$ cat src/rtl/gci_std_display_vram_arbiter_if.sv
// gci_std_display_vram_arbiter_if: ownership handshake, command bus and read return of one VRAM port
interface gci_std_display_vram_arbiter_if #(
  parameter int P_MEM_ADDR_N = 22
);
  logic                    req;
  logic                    ack;
  logic                    finish;
  logic                    ena;
  logic                    rw;
  logic [P_MEM_ADDR_N-1:0] addr;
  logic [31:0]             wdata;
  logic                    cmd_busy;
  logic                    valid;
  logic [31:0]             rdata;
  logic                    rsp_busy;
  logic                    brk;
  modport master (
    output req, finish, ena, rw, addr, wdata, rsp_busy,
    input  ack, cmd_busy, valid, rdata, brk
  );
  modport slave (
    input  req, finish, ena, rw, addr, wdata, rsp_busy,
    output ack, cmd_busy, valid, rdata, brk
  );
endinterface

$ cat src/rtl/gci_std_display_vram_arbiter.sv
// gci_std_display_vram_arbiter: grants one of two requesters ownership of the VRAM port, with IF1 starvation guard
module gci_std_display_vram_arbiter #(
  parameter int P_MEM_ADDR_N    = 22,
  parameter int P_STARVE_LIMIT  = 64,
  parameter int P_IF1_MAX_BURST = 16
) (
  input logic iCLOCK,
  input logic inRESET,
  input logic iRESET_SYNC,
  gci_std_display_vram_arbiter_if.slave  if0,
  gci_std_display_vram_arbiter_if.slave  if1,
  gci_std_display_vram_arbiter_if.master vram
);
  localparam int BW = $clog2(P_IF1_MAX_BURST + 1);
  localparam logic [BW-1:0] BURST_MAX = BW'(P_IF1_MAX_BURST);
  localparam logic [7:0] STARVE_MAX = 8'(P_STARVE_LIMIT);
  typedef enum logic [2:0] {IDLE, ARB_WAIT, OWN0, OWN1, DRAIN} state_t;
  state_t state;
  logic win;
  logic [4:0] rd_cnt;
  logic [7:0] starve_cnt;
  logic [BW-1:0] burst_cnt;
  logic ack0_q, ack1_q, arbit_req_q, arbit_fin_q;
  logic own, route, sat, accept, own_busy, rd_inc, rd_dec, if1_owner, owner_fin, win_next;
  // command path follows the owner; read return follows the owner until the drain completes
  always_comb begin
    own       = state == OWN0 || state == OWN1;
    route     = own || state == DRAIN;
    sat       = rd_cnt == 5'd31;
    own_busy  = vram.cmd_busy || sat;
    accept    = vram.ena && !vram.cmd_busy;
    rd_inc    = accept && !vram.rw;
    rd_dec    = route && vram.valid && !vram.rsp_busy && rd_cnt != 5'd0;
    if1_owner = route && win;
    owner_fin = win ? if1.finish : if0.finish;
    win_next  = if1.req && (starve_cnt == STARVE_MAX || !if0.req);
  end
  assign vram.req      = arbit_req_q;
  assign vram.finish   = arbit_fin_q;
  assign vram.ena      = own && !sat && (win ? if1.ena : if0.ena);
  assign vram.rw       = own && (win ? if1.rw : if0.rw);
  assign vram.addr     = own ? (win ? if1.addr : if0.addr) : '0;
  assign vram.wdata    = own ? (win ? if1.wdata : if0.wdata) : '0;
  assign vram.rsp_busy = route && (win ? if1.rsp_busy : if0.rsp_busy);
  assign if0.ack       = ack0_q;
  assign if1.ack       = ack1_q;
  assign if0.cmd_busy  = (own && !win) ? own_busy : 1'b1;
  assign if1.cmd_busy  = (own && win) ? own_busy : 1'b1;
  assign if0.valid     = route && !win && vram.valid;
  assign if1.valid     = route && win && vram.valid;
  assign if0.rdata     = (route && !win) ? vram.rdata : '0;
  assign if1.rdata     = (route && win) ? vram.rdata : '0;
  assign if0.brk       = 1'b0;
  assign if1.brk       = state == OWN1 && (if0.req || burst_cnt == BURST_MAX);
  // ownership FSM with its grant/finish pulses and the read, starvation and burst counters
  always_ff @(posedge iCLOCK or negedge inRESET) begin
    if (!inRESET) begin
      state       <= IDLE;
      win         <= 1'b0;
      rd_cnt      <= '0;
      starve_cnt  <= '0;
      burst_cnt   <= '0;
      ack0_q      <= 1'b0;
      ack1_q      <= 1'b0;
      arbit_req_q <= 1'b0;
      arbit_fin_q <= 1'b0;
    end else if (iRESET_SYNC) begin
      state       <= IDLE;
      win         <= 1'b0;
      rd_cnt      <= '0;
      starve_cnt  <= '0;
      burst_cnt   <= '0;
      ack0_q      <= 1'b0;
      ack1_q      <= 1'b0;
      arbit_req_q <= 1'b0;
      arbit_fin_q <= 1'b0;
    end else begin
      ack0_q      <= 1'b0;
      ack1_q      <= 1'b0;
      arbit_fin_q <= 1'b0;
      rd_cnt      <= rd_cnt + 5'(rd_inc) - 5'(rd_dec);
      if (accept && state == OWN1 && burst_cnt != BURST_MAX) burst_cnt <= burst_cnt + 1'b1;
      if (if1.req && !if1_owner && starve_cnt != STARVE_MAX) starve_cnt <= starve_cnt + 8'd1;
      case (state)
        IDLE: if (if0.req || if1.req) begin
          win         <= win_next;
          arbit_req_q <= 1'b1;
          state       <= ARB_WAIT;
        end
        ARB_WAIT: if (vram.ack) begin
          arbit_req_q <= 1'b0;
          ack0_q      <= !win;
          ack1_q      <= win;
          state       <= win ? OWN1 : OWN0;
          if (win) begin
            starve_cnt <= '0;
            burst_cnt  <= '0;
          end
        end
        OWN0, OWN1: if (owner_fin) state <= DRAIN;
        DRAIN: if (rd_cnt == 5'd0) begin
          state       <= IDLE;
          arbit_fin_q <= 1'b1;
        end
        default: state <= IDLE;
      endcase
    end
  end
endmodule

$ cat src/flat_wrapper.sv
// flat-port wrapper written by rule: the top's interface ports become plain ports
module gci_std_display_vram_arbiter_flat 
#(
  parameter int P_MEM_ADDR_N    = 22,
  parameter int P_STARVE_LIMIT  = 64,
  parameter int P_IF1_MAX_BURST = 16
)
  (iCLOCK, inRESET, iRESET_SYNC, if0_req, if0_finish, if0_ena, if0_rw, if0_addr, if0_wdata, if0_rsp_busy, if0_ack, if0_cmd_busy, if0_valid, if0_rdata, if0_brk, if1_req, if1_finish, if1_ena, if1_rw, if1_addr, if1_wdata, if1_rsp_busy, if1_ack, if1_cmd_busy, if1_valid, if1_rdata, if1_brk, vram_req, vram_finish, vram_ena, vram_rw, vram_addr, vram_wdata, vram_rsp_busy, vram_ack, vram_cmd_busy, vram_valid, vram_rdata, vram_brk);
  gci_std_display_vram_arbiter_if #(.P_MEM_ADDR_N(P_MEM_ADDR_N)) if0_i ();
  gci_std_display_vram_arbiter_if #(.P_MEM_ADDR_N(P_MEM_ADDR_N)) if1_i ();
  gci_std_display_vram_arbiter_if #(.P_MEM_ADDR_N(P_MEM_ADDR_N)) vram_i ();
  input logic iCLOCK;
  input logic inRESET;
  input logic iRESET_SYNC;
  input wire logic [$bits(if0_i.req)-1:0] if0_req;
  input wire logic [$bits(if0_i.finish)-1:0] if0_finish;
  input wire logic [$bits(if0_i.ena)-1:0] if0_ena;
  input wire logic [$bits(if0_i.rw)-1:0] if0_rw;
  input wire logic [$bits(if0_i.addr)-1:0] if0_addr;
  input wire logic [$bits(if0_i.wdata)-1:0] if0_wdata;
  input wire logic [$bits(if0_i.rsp_busy)-1:0] if0_rsp_busy;
  output wire logic [$bits(if0_i.ack)-1:0] if0_ack;
  output wire logic [$bits(if0_i.cmd_busy)-1:0] if0_cmd_busy;
  output wire logic [$bits(if0_i.valid)-1:0] if0_valid;
  output wire logic [$bits(if0_i.rdata)-1:0] if0_rdata;
  output wire logic [$bits(if0_i.brk)-1:0] if0_brk;
  input wire logic [$bits(if1_i.req)-1:0] if1_req;
  input wire logic [$bits(if1_i.finish)-1:0] if1_finish;
  input wire logic [$bits(if1_i.ena)-1:0] if1_ena;
  input wire logic [$bits(if1_i.rw)-1:0] if1_rw;
  input wire logic [$bits(if1_i.addr)-1:0] if1_addr;
  input wire logic [$bits(if1_i.wdata)-1:0] if1_wdata;
  input wire logic [$bits(if1_i.rsp_busy)-1:0] if1_rsp_busy;
  output wire logic [$bits(if1_i.ack)-1:0] if1_ack;
  output wire logic [$bits(if1_i.cmd_busy)-1:0] if1_cmd_busy;
  output wire logic [$bits(if1_i.valid)-1:0] if1_valid;
  output wire logic [$bits(if1_i.rdata)-1:0] if1_rdata;
  output wire logic [$bits(if1_i.brk)-1:0] if1_brk;
  output wire logic [$bits(vram_i.req)-1:0] vram_req;
  output wire logic [$bits(vram_i.finish)-1:0] vram_finish;
  output wire logic [$bits(vram_i.ena)-1:0] vram_ena;
  output wire logic [$bits(vram_i.rw)-1:0] vram_rw;
  output wire logic [$bits(vram_i.addr)-1:0] vram_addr;
  output wire logic [$bits(vram_i.wdata)-1:0] vram_wdata;
  output wire logic [$bits(vram_i.rsp_busy)-1:0] vram_rsp_busy;
  input wire logic [$bits(vram_i.ack)-1:0] vram_ack;
  input wire logic [$bits(vram_i.cmd_busy)-1:0] vram_cmd_busy;
  input wire logic [$bits(vram_i.valid)-1:0] vram_valid;
  input wire logic [$bits(vram_i.rdata)-1:0] vram_rdata;
  input wire logic [$bits(vram_i.brk)-1:0] vram_brk;
  assign if0_i.req = if0_req;
  assign if0_i.finish = if0_finish;
  assign if0_i.ena = if0_ena;
  assign if0_i.rw = if0_rw;
  assign if0_i.addr = if0_addr;
  assign if0_i.wdata = if0_wdata;
  assign if0_i.rsp_busy = if0_rsp_busy;
  assign if0_ack = if0_i.ack;
  assign if0_cmd_busy = if0_i.cmd_busy;
  assign if0_valid = if0_i.valid;
  assign if0_rdata = if0_i.rdata;
  assign if0_brk = if0_i.brk;
  assign if1_i.req = if1_req;
  assign if1_i.finish = if1_finish;
  assign if1_i.ena = if1_ena;
  assign if1_i.rw = if1_rw;
  assign if1_i.addr = if1_addr;
  assign if1_i.wdata = if1_wdata;
  assign if1_i.rsp_busy = if1_rsp_busy;
  assign if1_ack = if1_i.ack;
  assign if1_cmd_busy = if1_i.cmd_busy;
  assign if1_valid = if1_i.valid;
  assign if1_rdata = if1_i.rdata;
  assign if1_brk = if1_i.brk;
  assign vram_req = vram_i.req;
  assign vram_finish = vram_i.finish;
  assign vram_ena = vram_i.ena;
  assign vram_rw = vram_i.rw;
  assign vram_addr = vram_i.addr;
  assign vram_wdata = vram_i.wdata;
  assign vram_rsp_busy = vram_i.rsp_busy;
  assign vram_i.ack = vram_ack;
  assign vram_i.cmd_busy = vram_cmd_busy;
  assign vram_i.valid = vram_valid;
  assign vram_i.rdata = vram_rdata;
  assign vram_i.brk = vram_brk;
  gci_std_display_vram_arbiter #(.P_MEM_ADDR_N(P_MEM_ADDR_N), .P_STARVE_LIMIT(P_STARVE_LIMIT), .P_IF1_MAX_BURST(P_IF1_MAX_BURST)) u_core (.iCLOCK(iCLOCK), .inRESET(inRESET), .iRESET_SYNC(iRESET_SYNC), .if0(if0_i), .if1(if1_i), .vram(vram_i));
endmodule
$ cat config.mk
export PLATFORM = sky130hd
export DESIGN_NAME = gci_std_display_vram_arbiter_flat
export DESIGN_NICKNAME = d
export VERILOG_FILES = /design/src/rtl/gci_std_display_vram_arbiter_if.sv /design/src/rtl/gci_std_display_vram_arbiter.sv /design/src/flat_wrapper.sv
export SDC_FILE = /design/constraint.sdc
export NUM_CORES = 1
export LEC_CHECK = 0
export CORE_AREA = 2 2 112 114
export CTS_CLUSTER_SIZE = 28
export DETAILED_ROUTE_END_ITERATION = 10
export DIE_AREA = 0 0 114 116
export PLACE_DENSITY = 0.82
export SETUP_SLACK_MARGIN = 0.02
export SYNTH_ARGS = -nofsm -noshare
export SYNTH_HDL_FRONTEND = slang
export SYNTH_SLANG_ARGS = --single-unit
$ cat constraint.sdc
create_clock -name iCLOCK -period 2.8 [get_ports iCLOCK]
set_input_delay 0.42 -clock iCLOCK [delete_from_list [all_inputs] [get_ports iCLOCK]]
set_output_delay 0.42 -clock iCLOCK [all_outputs]
set_load 0.01 [all_outputs]
# [Word level (Yosys, flattened, before mapping)]
# Cells that the tools add are included.
[classes] addsub=4 eq_ne=13 n_mux=46 n_reduce_logical=44
[ops] op="2-to-1 mux 32 bit" n=4
[ops] op="2-to-1 mux 22 bit" n=2
[ops] op="2-to-1 mux 8 bit" n=5
[ops] op="2-to-1 mux 5 bit" n=6
[ops] op="2-to-1 mux 1 bit" n=22
[ops] op="logical AND 1 bit" n=21
[ops] op="2-to-1 mux 3 bit" n=5
[ops] op="one-hot mux 3 bit (4 select lines)" n=1
[ops] op="== test 5 bit, second input constant" n=2
[ops] op="adder 8 x 1 -> 8 bit, second input constant" n=1
[ops] op="== test 8 x 7 -> 1 bit, second input constant" n=1
[ops] op="inequality test 8 x 7 -> 1 bit, second input constant" n=1
[ops] op="zero test 1 bit" n=7
[ops] op="== test 3 x 2 -> 1 bit, second input constant" n=2
[ops] op="logical OR 1 bit" n=6
[ops] op="inequality test 3 x 2 -> 1 bit, second input constant" n=2
[ops] op="inequality test 3 bit, second input constant" n=2
[ops] op="adder 5 x 1 -> 5 bit" n=1
[ops] op="adder 5 x 1 -> 5 bit, second input constant" n=1
[ops] op="zero test 5 bit" n=1
[ops] op="inequality test 5 bit, second input constant" n=1
[ops] op="nonzero test 5 bit" n=1
[ops] op="subtractor 5 x 1 -> 5 bit" n=1
[ops] op="AND reduction 4 bit" n=1
[ops] op="9 further kinds" n=10
[totals] register_bits=26 out_inout_bits=131 elab_cells=116

# [Depth between registers and ports, before layout]
[depth] depth_word=12 ltp_mapped=15

# [Least setup slack after synthesis]
# Ideal clock, no wire load.
[synth_timing] kind="register to register" startpoint="register u_core.state[1]" endpoint="register u_core.rd_cnt[4]" setup_ns=0.135 arrival_ns=2.660 t_required_ns=2.665 setup_slack_ns=0.005 path_stages_with_launch=14 n_path_buf=1 period_less_slack_ns=2.795 path_cell_list="dfrtp_1 buf_4 or3b_4 a21oi_1 nor3_1 ha_1 inv_1 ha_1 inv_1 fa_1 nor2b_1 o21bai_1 a21oi_1 nor3b_1"
[synth_between] elab_chain_cells=9
[synth_lines] element="from (decl)" line="gci_std_display_vram_arbiter.sv:18" source="state_t state;"
[synth_lines] element="from (signal assigned)" line="gci_std_display_vram_arbiter.sv:94" source="state <= win ? OWN1 : OWN0;"
[synth_lines] element="== test 3 x 2 -> 1 bit" line="gci_std_display_vram_arbiter.sv:27" source="own = state == OWN0 || state == OWN1;"
[synth_lines] element="logical OR 1 bit" line="gci_std_display_vram_arbiter.sv:27"
[synth_lines] element="logical OR 1 bit (*)" line="gci_std_display_vram_arbiter.sv:28" source="route = own || state == DRAIN;"
[synth_lines] element="logical AND 1 bit (*)" line="gci_std_display_vram_arbiter.sv:44" source="assign vram.rsp_busy = route && (win ? if1.rsp_busy : if0.rsp_busy);"
[synth_lines] element="via vram_rsp_busy" line="flat_wrapper.sv:45" source="output wire logic [$bits(vram_i.rsp_busy)-1:0] vram_rsp_busy;"
[synth_lines] element="zero test 1 bit (*)" line="gci_std_display_vram_arbiter.sv:33" source="rd_dec = route && vram.valid && !vram.rsp_busy && rd_cnt != 5'd0;"
[synth_lines] element="logical AND 1 bit (*) (2 in a row)" line="gci_std_display_vram_arbiter.sv:33"
[synth_lines] element="subtractor 5 x 1 -> 5 bit (*)" line="gci_std_display_vram_arbiter.sv:81" source="rd_cnt <= rd_cnt + 5'(rd_inc) - 5'(rd_dec);"
[synth_lines] element="2-to-1 mux 5 bit (*)" line="gci_std_display_vram_arbiter.sv:67" source="end else if (iRESET_SYNC) begin"
[synth_lines] element="to (signal assigned)" line="gci_std_display_vram_arbiter.sv:81"
[synth_lines] element="to (decl)" line="gci_std_display_vram_arbiter.sv:20" source="logic [4:0] rd_cnt;"
# The timed path passes the listed nets; every way through them passes the cells marked *.
# A chain may end at the register's enable or synchronous reset.

# [Final worst setup path]
[layout_timing] startpoint="register u_core.state[0]" endpoint="register u_core.rd_cnt[4]"
[layout_between] elab_chain_cells=9
[layout_lines] element="== test 3 x 2 -> 1 bit" line="gci_std_display_vram_arbiter.sv:27"
[layout_lines] element="logical OR 1 bit" line="gci_std_display_vram_arbiter.sv:27"
[layout_lines] element="logical AND 1 bit or logical OR 1 bit (tied branches)" line="gci_std_display_vram_arbiter.sv:40, gci_std_display_vram_arbiter.sv:28"
[layout_lines] element="logical AND 1 bit, on equally long branches" line="gci_std_display_vram_arbiter.sv:40, gci_std_display_vram_arbiter.sv:44"
[layout_lines] element="logical AND 1 bit or zero test 1 bit (tied branches)" line="gci_std_display_vram_arbiter.sv:31, gci_std_display_vram_arbiter.sv:33"
[layout_lines] element="logical AND 1 bit, on equally long branches" line="gci_std_display_vram_arbiter.sv:32, gci_std_display_vram_arbiter.sv:33"
[layout_lines] element="adder 5 x 1 -> 5 bit or logical AND 1 bit (tied branches)" line="gci_std_display_vram_arbiter.sv:81, gci_std_display_vram_arbiter.sv:33"
[layout_lines] element="subtractor 5 x 1 -> 5 bit (*)" line="gci_std_display_vram_arbiter.sv:81"
[layout_lines] element="2-to-1 mux 5 bit (*)" line="gci_std_display_vram_arbiter.sv:67"
# Mark *: on every way between the ends. The rest lies on a longest branch, timed or not.

==> reports/metrics.csv <==
stage,metric,value,unit
status,outcome,"finished, final reports clean",
cells_and_area,flip-flop and latch area,654.4,um2
placed_design,placed instance count,795,
synth,post-synthesis register bit count,26,
timing,final period utilization,97.82,%
critical_path,"CP delay by family, top",simple AND/OR/NAND/NOR gates,
synth,top post-synthesis cells by area,"dfrtp_1 (22%), mux2i_1 (20%), and2_1 (14%)",
clock_network,"CTS clk-pin slew, worst paths",0.07,ns
timing,Max Fclk,365.1,MHz
timing,RSZ-0062 raised after global routing,true,
clock_network,root buf cell,clkbuf_16,
grt,largest net degree at the start of global routing,50,
clock_network,clk sinks,26,
grt,vias in the first global route,3646,
cells_and_area,antenna diode count,0,
clock_network,Setup Buffers After CTS,0,
critical_path,CP max FO,5,
grt,GRT Overall Usage,18.65,%
detailed_routing,Residual DRC,0,
pwr,pwr/cell area,293.5,mW/mm2
floorplanning,Starting Density,24.79,%
cells_and_area,fill cell total of the finished layout,1088,
timing,final hold vios,0,
synth,Syn Inst Count,374,
detailed_routing,Pre-antenna DRT Iters,4,
critical_path,worst setup path start,u_core.state[0]$_DFFE_PN0P_,
pwr,total power,1.806,mW
critical_path,Stages on worst setup path,12,
placed_design,placed inst area,0.005989,mm2
critical_path,Worst EP arrival,2.92,ns
cells_and_area,final instance area,0.006152,mm2
run,Max-Cap Viols,0,
timing,final period demand of the worst path,2.739,ns
detailed_routing,First DRT Iteration DRCs,114,
critical_path,Worst EP required,2.98,ns
grt,antenna violations before repair,0,
synth,post-synthesis sequential area ratio,22.03,%
grt,first-pass GRT wire length,19370,um
floorplanning,CORE AREA,0.01191,mm2
clock_network,CTS buffer count,3,
placed_design,PortBufs,285,
grt,gr ovfl total,0,
timing,Slew @ Worst Pin,0.5290,ns
critical_path,Reg2Reg Launch Point,u_core.state[0]$_DFFE_PN0P_,
min_path,min-delay worst type,in2async,
clock_network,clock latency on the worst-skew pair,0.26,ns
detailed_routing,Vias/cell,4.634,
pwr,peak supply drop,0.0001891,V
cells_and_area,fin util,51.65,%
detailed_routing,final WL,13500,um
critical_path,crit-path max cell delay,0.45,ns
clock_network,H-tree depth,1,
placed_design,pre-CTS WS,-0.1043,ns
timing,Final Worst Setup Slack,0.06112,ns
detailed_routing,post-route ant nets,0,
timing,post-route clock skew,0.004506,ns
cells_and_area,Post-Layout Cell Count,800,
synth,Synth cell types,50,
synth,"Cell Area, Synth",0.002953,mm2
critical_path,Critical Path End Type,register,
pwr,Leakage,2.336,nW
critical_path,CP max-delay cell,or3b_4,
critical_path,Worst Setup Start Kind,register,
cells_and_area,share of cells above drive strength 1,5.972,%
clock_network,CTS Hold Bufs,0,
floorplanning,die footprint,0.01322,mm2
floorplanning,# rows,40,
timing,Setup-failing EPs final,0,
synth,Synth top area share,22.03,%
synth,Syn Area/Cell,7.895,um2
floorplanning,# IOs,288,
timing,Slew HR,64.67,%
cells_and_area,# nets final,823,
detailed_routing,vias,3707,
critical_path,CP Class,reg2reg,
placed_design,Detailed Place HPWL,11410,um
timing,Slew Limit Fails,0,
floorplanning,Die Y,116,um
synth,Synth area leader,dfrtp_1,
detailed_routing,WL/cell,16.88,um
critical_path,"Buf+Inv Stages, Crit Path",2,
synth,Synth Net Count,543,
cells_and_area,Area Overhead vs Synth,108.3,%
synth,synth warn,0,
critical_path,critical-path cell list,or3b_4 -> a21oi_2 -> nor3_2 -> ha_1 -> inv_1 -> ha_1 -> inv_1 -> fa_1 -> nor2b_2 -> o21bai_1 -> nand3_1 -> nor3b_2,
floorplanning,die width,114,um
placed_design,Routability Congestion,0.7953,
cells_and_area,multi-input logic area,0.002158,mm2
clock_network,Longest Clk Path Bufs,2,
clock_network,CTS tree,yes,
critical_path,reg2reg path depth,12,
==> worst paths after layout <==
path	endpoint	slack (ns)
min in group iCLOCK	u_core.vram.req$_DFFE_PN0P_	0.56
max in group asynchronous	u_core.win$_DFFE_PN0P_	1.99
hold reg to reg	u_core.vram.req$_DFFE_PN0P_	0.56
setup / recovery	u_core.rd_cnt[4]$_DFF_PN0_	0.06
setup reg to reg	u_core.rd_cnt[4]$_DFF_PN0_	0.06
hold / removal	u_core.burst_cnt[3]$_DFF_PN0_	0.53
==> power by group <==
| part | leakage (nW) | switching [mW] | internal, mW |
|---|---|---|---|
| combinational | 1.94 | 0.423 | 0.594 |
| clock | 0.0442 | 0.133 | 0.219 |
| sequential | 0.354 | 0.0319 | 0.405 |
| total | 2.34 | 0.588 | 1.22 |
==> flip-flops by register name, indices dropped and copies added (netlist names) <==
| signal | flops |
|---|---|
| u_core.burst_cnt | 5 |
| u_core.starve_cnt | 8 |
| u_core.if1.ack | 1 |
| u_core.rd_cnt | 5 |
| u_core.state | 3 |
| u_core.vram.req | 1 |
| u_core.win | 1 |
| u_core.vram.finish | 1 |
| u_core.if0.ack | 1 |
==> routing by layer <==
metal	GRT usage [%]	vias to the layer above	wire [um]
met5	0	-	0
li1	-	1824	-
met2	36.75	149	7692
met4	3.902	0	186
met1	20.29	1724	4805
met3	4.236	10	819
==> synth_stat cells (all sizes together) <==
cell,number
nor2,69
and2,64
mux2i,59
dfrtp,26
buf,18
a21oi,16
inv,16
nand2,14
ha,11
nand3,8
clkbuf,7
nor3,7
or3,7
nor2b,5
or4,5
o21ai,4
o31ai,4
nor3b,3
a21o,2
nand2b,2
nand4,2
nand4bb,2
nor4b,2
o211ai,2
o21bai,2
xnor2,2
a2111oi,1
a31oi,1
and3,1
and4bb,1
conb,1
fa,1
mux2,1
nand3b,1
nand4b,1
nor4,1
nor4bb,1
o32a,1
or2,1
or3b,1
xor2,1
==> final cells by class <==
type                            count  share of cell area [%]
Clock buffer                        4                   1.444
Multi-Input combinational cell    307                   35.08
Tap cell                          147                   2.990
Sequential cell                    26                   10.64
Timing Repair Buffer              300                   48.87
Inverter                           16                  0.9762
==> layout by cell type, fill, tap and decap left out, types with 2 or more instances in the layout <==
cell	n
a21o_1	2
a21oi_1	13
a21oi_2	3
and2_1	64
buf_4	12
clkbuf_16	4
clkdlybuf4s50_1	285
dfrtp_1	25
ha_1	11
inv_1	16
mux2i_1	59
nand2_1	13
nand3_1	7
nand4_1	2
nor2_1	69
nor2b_1	4
nor3_1	5
nor3_2	2
nor3b_2	2
o211ai_1	2
o21ai_0	4
o21bai_1	2
o31ai_1	4
or3_1	7
or4_1	5
xnor2_1	2
==> cell families after synthesis <==
logic type / after synthesis / share of synthesized area [%]
AOI/OAI and AO/OA: 33 / 7.118
xor gates and xnor gates: 3 / 0.8900
adders and majority gates: 12 / 5.339
buffers and inverters: 41 / 6.272
DFF: 26 / 22.03
muxes: 60 / 20.38
other: 1 / 0.1270
and+or+nand+nor: 198 / 37.84
==> per-stage QoR <==
stage                TNS, ns  hold slack, ns
floorplan                  0          0.1244
global placement    -0.05113          0.5392
detailed placement   -0.1043          0.5572
CTS                        0          0.5547
global route         -0.1107          0.5819
finish                     0          0.5337
==> what timing repair did <==
action                     4_1_cts  5_1_grt
gates cloned                     0        1
resized for setup                3        6
pin swaps                        0        1
setup endpoints to repair       33       43
Power figures use the tool's default switching activity.
